### src/rtl/nms_window_if.sv
// Streaming bundle for the NMS stage: three aligned magnitude rows plus angle in,
// suppressed magnitude with valid/frame_done out.
interface nms_window_if #(
  parameter int MAG_W = 20
);
  logic             in_valid;
  logic [MAG_W-1:0] row1;
  logic [MAG_W-1:0] row2;
  logic [MAG_W-1:0] row3;
  logic [1:0]       ang;
  logic [MAG_W-1:0] out_mag;
  logic             out_valid;
  logic             frame_done;

  modport master (
    output in_valid, row1, row2, row3, ang,
    input  out_mag, out_valid, frame_done
  );

  modport slave (
    input  in_valid, row1, row2, row3, ang,
    output out_mag, out_valid, frame_done
  );
endinterface

### src/rtl/nms_window.sv
// Canny non-maximum suppression over a 3x3 window, two-stage pipeline with border masking.
// Optional magnitude floor enabled by defining NMS_THRESH_EN (uses LOW_TH).
module nms_window #(
  parameter int               WIDTH  = 320,
  parameter int               HEIGHT = 240,
  parameter int               MAG_W  = 20,
  parameter logic [MAG_W-1:0] LOW_TH = MAG_W'(64)
) (
  input logic         clk,
  input logic         rst,
  nms_window_if.slave bus
);

  localparam int CW = (WIDTH  > 1) ? $clog2(WIDTH)  : 1;
  localparam int RW = (HEIGHT > 1) ? $clog2(HEIGHT) : 1;
  localparam logic [CW-1:0] COL_LAST = CW'(WIDTH - 1);
  localparam logic [RW-1:0] ROW_LAST = RW'(HEIGHT - 1);

  // w_q[r][c]: r=0 top row, c=0 newest column
  logic [2:0][2:0][MAG_W-1:0] w_q;
  logic [1:0]       ang_new_q, ang_ctr_q;
  logic [CW-1:0]    col_q, col_d;
  logic [RW-1:0]    row_q, row_d;
  logic             border_q, border_d;
  logic             last_q, last_d;
  logic             v1_q;
  logic [MAG_W-1:0] out_mag_q, out_mag_d;
  logic             out_valid_q, out_valid_d;
  logic             frame_done_q, frame_done_d;
  logic [MAG_W-1:0] ctr, nb_a, nb_b;
  logic             keep;

  // Border flag is derived from the incoming position; the centre is one column behind,
  // so incoming col 0 means centre col WIDTH-1 and incoming col 1 means centre col 0.
  always_comb begin
    col_d = col_q;
    row_d = row_q;
    if (col_q == COL_LAST) begin
      col_d = '0;
      row_d = (row_q == ROW_LAST) ? '0 : row_q + RW'(1);
    end else begin
      col_d = col_q + CW'(1);
    end
    border_d = (col_q == '0) || (col_q == CW'(1)) || (row_q == '0) || (row_q == ROW_LAST);
    last_d   = (col_q == COL_LAST) && (row_q == ROW_LAST);
  end

  always_ff @(posedge clk or posedge rst) begin
    if (rst) begin
      w_q       <= '0;
      ang_new_q <= '0;
      ang_ctr_q <= '0;
      col_q     <= '0;
      row_q     <= '0;
      border_q  <= 1'b0;
      last_q    <= 1'b0;
      v1_q      <= 1'b0;
    end else begin
      v1_q <= bus.in_valid;
      if (bus.in_valid) begin
        w_q[0]    <= {w_q[0][1], w_q[0][0], bus.row1};
        w_q[1]    <= {w_q[1][1], w_q[1][0], bus.row2};
        w_q[2]    <= {w_q[2][1], w_q[2][0], bus.row3};
        ang_new_q <= bus.ang;
        ang_ctr_q <= ang_new_q;
        col_q     <= col_d;
        row_q     <= row_d;
        border_q  <= border_d;
        last_q    <= last_d;
      end
    end
  end

  always_comb begin
    ctr  = w_q[1][1];
    nb_a = w_q[1][0];
    nb_b = w_q[1][2];
    case (ang_ctr_q)
      2'd1: begin nb_a = w_q[0][0]; nb_b = w_q[2][2]; end
      2'd2: begin nb_a = w_q[0][1]; nb_b = w_q[2][1]; end
      2'd3: begin nb_a = w_q[0][2]; nb_b = w_q[2][0]; end
      default: begin nb_a = w_q[1][0]; nb_b = w_q[1][2]; end
    endcase
    keep = (ctr >= nb_a) && (ctr >= nb_b) && !border_q;
`ifdef NMS_THRESH_EN
    keep = keep && (ctr >= LOW_TH);
`else
`endif
    out_mag_d    = out_mag_q;
    if (v1_q) begin
      out_mag_d = keep ? ctr : '0;
    end
    out_valid_d  = v1_q;
    frame_done_d = v1_q && last_q;
  end

  always_ff @(posedge clk or posedge rst) begin
    if (rst) begin
      out_mag_q    <= '0;
      out_valid_q  <= 1'b0;
      frame_done_q <= 1'b0;
    end else begin
      out_mag_q    <= out_mag_d;
      out_valid_q  <= out_valid_d;
      frame_done_q <= frame_done_d;
    end
  end

  assign bus.out_mag    = out_mag_q;
  assign bus.out_valid  = out_valid_q;
  assign bus.frame_done = frame_done_q;

endmodule

### src/flat_wrapper.sv
// flat-port wrapper written by rule: the top's interface ports become plain ports
module nms_window_flat 
#(
  parameter int               WIDTH  = 320,
  parameter int               HEIGHT = 240,
  parameter int               MAG_W  = 20,
  parameter logic [MAG_W-1:0] LOW_TH = MAG_W'(64)
)
  (clk, rst, bus_in_valid, bus_row1, bus_row2, bus_row3, bus_ang, bus_out_mag, bus_out_valid, bus_frame_done);
  nms_window_if #(.MAG_W(MAG_W)) bus_i ();
  input logic clk;
  input logic rst;
  input wire logic [$bits(bus_i.in_valid)-1:0] bus_in_valid;
  input wire logic [$bits(bus_i.row1)-1:0] bus_row1;
  input wire logic [$bits(bus_i.row2)-1:0] bus_row2;
  input wire logic [$bits(bus_i.row3)-1:0] bus_row3;
  input wire logic [$bits(bus_i.ang)-1:0] bus_ang;
  output wire logic [$bits(bus_i.out_mag)-1:0] bus_out_mag;
  output wire logic [$bits(bus_i.out_valid)-1:0] bus_out_valid;
  output wire logic [$bits(bus_i.frame_done)-1:0] bus_frame_done;
  assign bus_i.in_valid = bus_in_valid;
  assign bus_i.row1 = bus_row1;
  assign bus_i.row2 = bus_row2;
  assign bus_i.row3 = bus_row3;
  assign bus_i.ang = bus_ang;
  assign bus_out_mag = bus_i.out_mag;
  assign bus_out_valid = bus_i.out_valid;
  assign bus_frame_done = bus_i.frame_done;
  nms_window #(.WIDTH(WIDTH), .HEIGHT(HEIGHT), .MAG_W(MAG_W), .LOW_TH(LOW_TH)) u_core (.clk(clk), .rst(rst), .bus(bus_i));
endmodule
### config.mk
export PLATFORM = sky130hd
export DESIGN_NAME = nms_window_flat
export DESIGN_NICKNAME = d
export VERILOG_FILES = /design/src/rtl/nms_window_if.sv /design/src/rtl/nms_window.sv /design/src/flat_wrapper.sv
export SDC_FILE = /design/constraint.sdc
export NUM_CORES = 1
export LEC_CHECK = 0
export BUFFER_PORTS_ARGS = -buffer_cell sky130_fd_sc_hd__buf_4
export CORE_MARGIN = 4
export CORE_UTILIZATION = 30
export CTS_BUF_LIST = sky130_fd_sc_hd__clkbuf_8 sky130_fd_sc_hd__clkbuf_16
export DETAILED_ROUTE_END_ITERATION = 8
export SLEW_MARGIN = 20
export SYNTH_ARGS = -nofsm -noshare
export SYNTH_HDL_FRONTEND = slang
export SYNTH_SLANG_ARGS = --single-unit
### constraint.sdc
create_clock -name clk -period 9.7 [get_ports clk]
set_input_delay 1.455 -clock clk [delete_from_list [all_inputs] [get_ports clk]]
set_output_delay 1.455 -clock clk [all_outputs]
set_load 0.1 [all_outputs]
==> results.yml <==
global_routing:
  track_usage_pct: 11.40
  grt_pass1_vias: 6286
  antenna_found_initial: 0
  grt_first_pass_wirelength_um: 35310
  grt_max_degree: 129
  grt_overflow: 0
sta:
  clock_skew_ns: 0.005684
  slew_headroom_pct: 31.87
  min_period_ns: 3.624
  drv_slew: 0
  grt_setup_unrepaired: "false"
  final-hold-violation-count: 0
  setup_viol: 0
  worst_pin_slew_ns: 1.022
  max_freq_mhz: 276.0
  timing.final.crit_share_pct: 37.36
  setup_tns_ns: 0
setup_path:
  rrSetupSlack_ns: 6.08
  critPathLaunchType: "register"
  cp_slowest_cell: "dfrtp_2"
  cpPeakStageDelay_ns: 0.73
  cp_max_fo: 24
  cp_num_buf_inv: 2
  r2r_end: "u_core.bus.out_mag[6]$_DFFE_PP0P_"
  crit_family: "compound AO/OA/AOI/OAI gates"
  reg2reg_from: "u_core.ang_ctr_q[1]$_DFFE_PP0P_"
  cp-end-kind: "register"
  crit_path_cell_trace: "buf_4 -> mux4_2 -> ha_1 -> nand2b_1 -> a31oi_1 -> nor3_1 -> o31ai_1 -> a32oi_1 -> buf_4 -> a22o_1"
  r2r_cells: 10
  arrival_ns: 4.02
  required_ns: 10.10
  cpMostUsedCell: "buf_4"
  critical_path_class: "reg -> reg"
power_and_ir_drop:
  pwr-share-clk_pct: 34.1
  ir_drop_v: 0.0002096
  p_leak_nw: 5.499
  seq_power_share_pct: 42.8
  p_int_mw: 1.988
  p_switching_mw: 0.8330
  switching_share_pct: 29.52
  p_comb_share_pct: 23.0
  powerDensity_nw_per_um2: 227.5
layout:
  multi_input_area_um2: 4434
  regArea_um2: 5658
  fin_cells: 1282
  design_area_um2: 12400
  area_delta_synth_final_pct: 18.58
  postLayoutCoreUtil_pct: 35.99
  drive_above_1_share_pct: 43.17
  fin_nets: 919
  diodes: 0
  fill_cells: 3346
floorplan:
  die_width_um: 194.7
  start_util_pct: 30.36
  rows: 68
  die_h_um: 194.7
  core_area_um2: 34460
  die_area_um2: 37920
  ioPinCount: 87
route:
  drc: 0
  wl_per_cell_um: 16.91
  drt-initial-drc-count: 345
  dr.pass1.iters: 4
  detail_route.vias_per_cell: 4.745
  vias: 6083
  drtAntennaViolNets: 0
  drt_wl_total_um: 21670
clocking:
  cts_sinks: 226
  ctsResizeCount: 0
  ctsLongestPathBuffers: 3
  cts_made_buffers: 25
  clkTransAtPathRegs_ns: 0.06
  htree_num_levels: 1
  postCtsSetupBuffers: 0
  hold_buffers: 0
  clk_latency_ns: 0.51
  cts-root-buf: "clkbuf_16"
  cts_tree: "built"
logic_synthesis:
  ys_async_sr_fraction_pct: 100.0
  avgSynthCellArea_um2: 14.39
  synth_commonest_cells: "226 x dfrtp_1, 180 x mux2_2, 50 x inv_1, 45 x ha_1, 40 x mux4_2"
  synth_flop_cell: "dfrtp_1"
  synth-edff-count: 0
  yosys_warnings: 0
  yosysMostFrequentCell: "dfrtp_1"
  ys_types: 39
  synth-seq-cells: 226
  synth-seq-area-share_pct: 54.07
  synthCells: 727
  synth_area_um2: 10460
  yosysTopAreaCell: "dfrtp_1"
  synth_top_area_share_pct: 54.07
  syn-num-nets: 837
  synth_area_leaders: "dfrtp_1 54%, mux2_2 19%, mux4_2 8.6%"
place:
  placed_area_um2: 11550
  dp_cells: 1237
  io_buffer_count: 86
  dp.final_hpwl_um: 14570
  gp_congestion: 0.7935
hold_path:
  worstHoldStart: "u_core.out_valid_d$_DFF_PP0_"
  hold_depth: 0
  hold_class: "reg -> reg"
  hold-path-endpoint: "u_core.bus.out_valid$_DFF_PP0_"
run:
  max_cap_viol_count: 0
run_status:
  status: "complete, no violations"
cells in the final DEF, fill, tap and decap left out, types with 8 or more instances in the layout:
cell / count
dfrtp_1: 224
nor2_1: 15
a21oi_1: 11
a22o_1: 21
ha_1: 45
nand2_1: 14
o21ai_1: 11
nand3_1: 8
clkbuf_16: 25
mux4_2: 40
mux2_2: 180
inv_1: 54
nand4_1: 11
buf_4: 91
worst register-to-register path: cells and delay by family (launching register included):
kind | cells | cell delay [ns]
simple gates | 2 | 0.25
buf+inv | 2 | 0.79
flops | 1 | 0.73
compound gates | 4 | 0.86
fa+ha+maj | 1 | 0.28
mux | 1 | 0.59
per-stage QoR:
stage          hold WS (ns)  setup slack [ns]  total power, mW
2_1_floorplan        0.3736             2.054            1.707
3_3_place_gp         0.3920             5.942            1.870
3_5_place_dp         0.3942             5.918            1.883
4_1_cts              0.4075             5.972            2.868
5_1_grt              0.4224             5.710            2.986
6_report             0.4088             6.076            2.821
sequential cells by signal, summed over array words and instances, names as in the netlist, 2 cells and up:
register,flops
u_core.w_q,160
u_core.col_q,9
u_core.ang_ctr_q,2
u_core.row_q,8
u_core.bus.out_mag,20
u_core.ang_new_q,2
u_core.ctr,20
final cells by class:
type / instances / share of cell area [%]
flip-flops and latches: 226 / 45.62
clock buffers: 31 / 5.710
multi-input cells: 414 / 35.75
well taps: 455 / 4.590
inverters: 50 / 1.574
repair buffers: 92 / 5.619
clock inverters: 14 / 1.140
layer usage:
metal  share of wire (%)  track usage [%]
met5                   0                0
met4                 1.8            2.526
met3                 5.3            2.583
met2                  46            17.87
met1                  47            16.26
how the worst max path moves through the flow:
stage / start / endpoint / slack (ns) / cells past startpoint
finish: u_core.ang_ctr_q[1]$_DFFE_PP0P_ / u_core.bus.out_mag[6]$_DFFE_PP0P_ / 6.08 / 10
global route: u_core.ang_ctr_q[1]$_DFFE_PP0P_ / u_core.bus.out_mag[6]$_DFFE_PP0P_ / 5.71 / 10
detailed placement: bus_in_valid / u_core.row_q[6]$_DFFE_PP0P_ / 5.92 / 7
CTS: u_core.ang_ctr_q[1]$_DFFE_PP0P_ / u_core.bus.out_mag[6]$_DFFE_PP0P_ / 5.97 / 10
floorplan: rst / u_core.ang_ctr_q[0]$_DFFE_PP0P_ / 2.05 / 1
global placement: bus_in_valid / u_core.row_q[6]$_DFFE_PP0P_ / 5.94 / 7
power groups by stage:
stage	Clock (mW)	Combinational, mW	Sequential (mW)
final	0.962	0.650	1.21
after global placement	0	0.647	1.22
after global routing	1.04	0.720	1.23
after floorplan	0	0.419	1.29
after CTS	0.997	0.660	1.21
after detailed placement	0	0.656	1.23
kinds of logic (layout without fill, tap and decap cells):
logic type / Yosys count / after routing / share of synthesized area, %
flip-flops: 226 / 226 / 54.07
multiplexers: 223 / 223 / 28.31
buffers and inverters: 87 / 187 / 3.541
AO/OA/AOI/OAI: 73 / 73 / 4.892
AND/OR/NAND/NOR: 65 / 65 / 3.134
adder cells (fa/ha/maj): 45 / 45 / 5.383
XOR/XNOR: 8 / 8 / 0.6699
(Power assumes the default switching activity.)
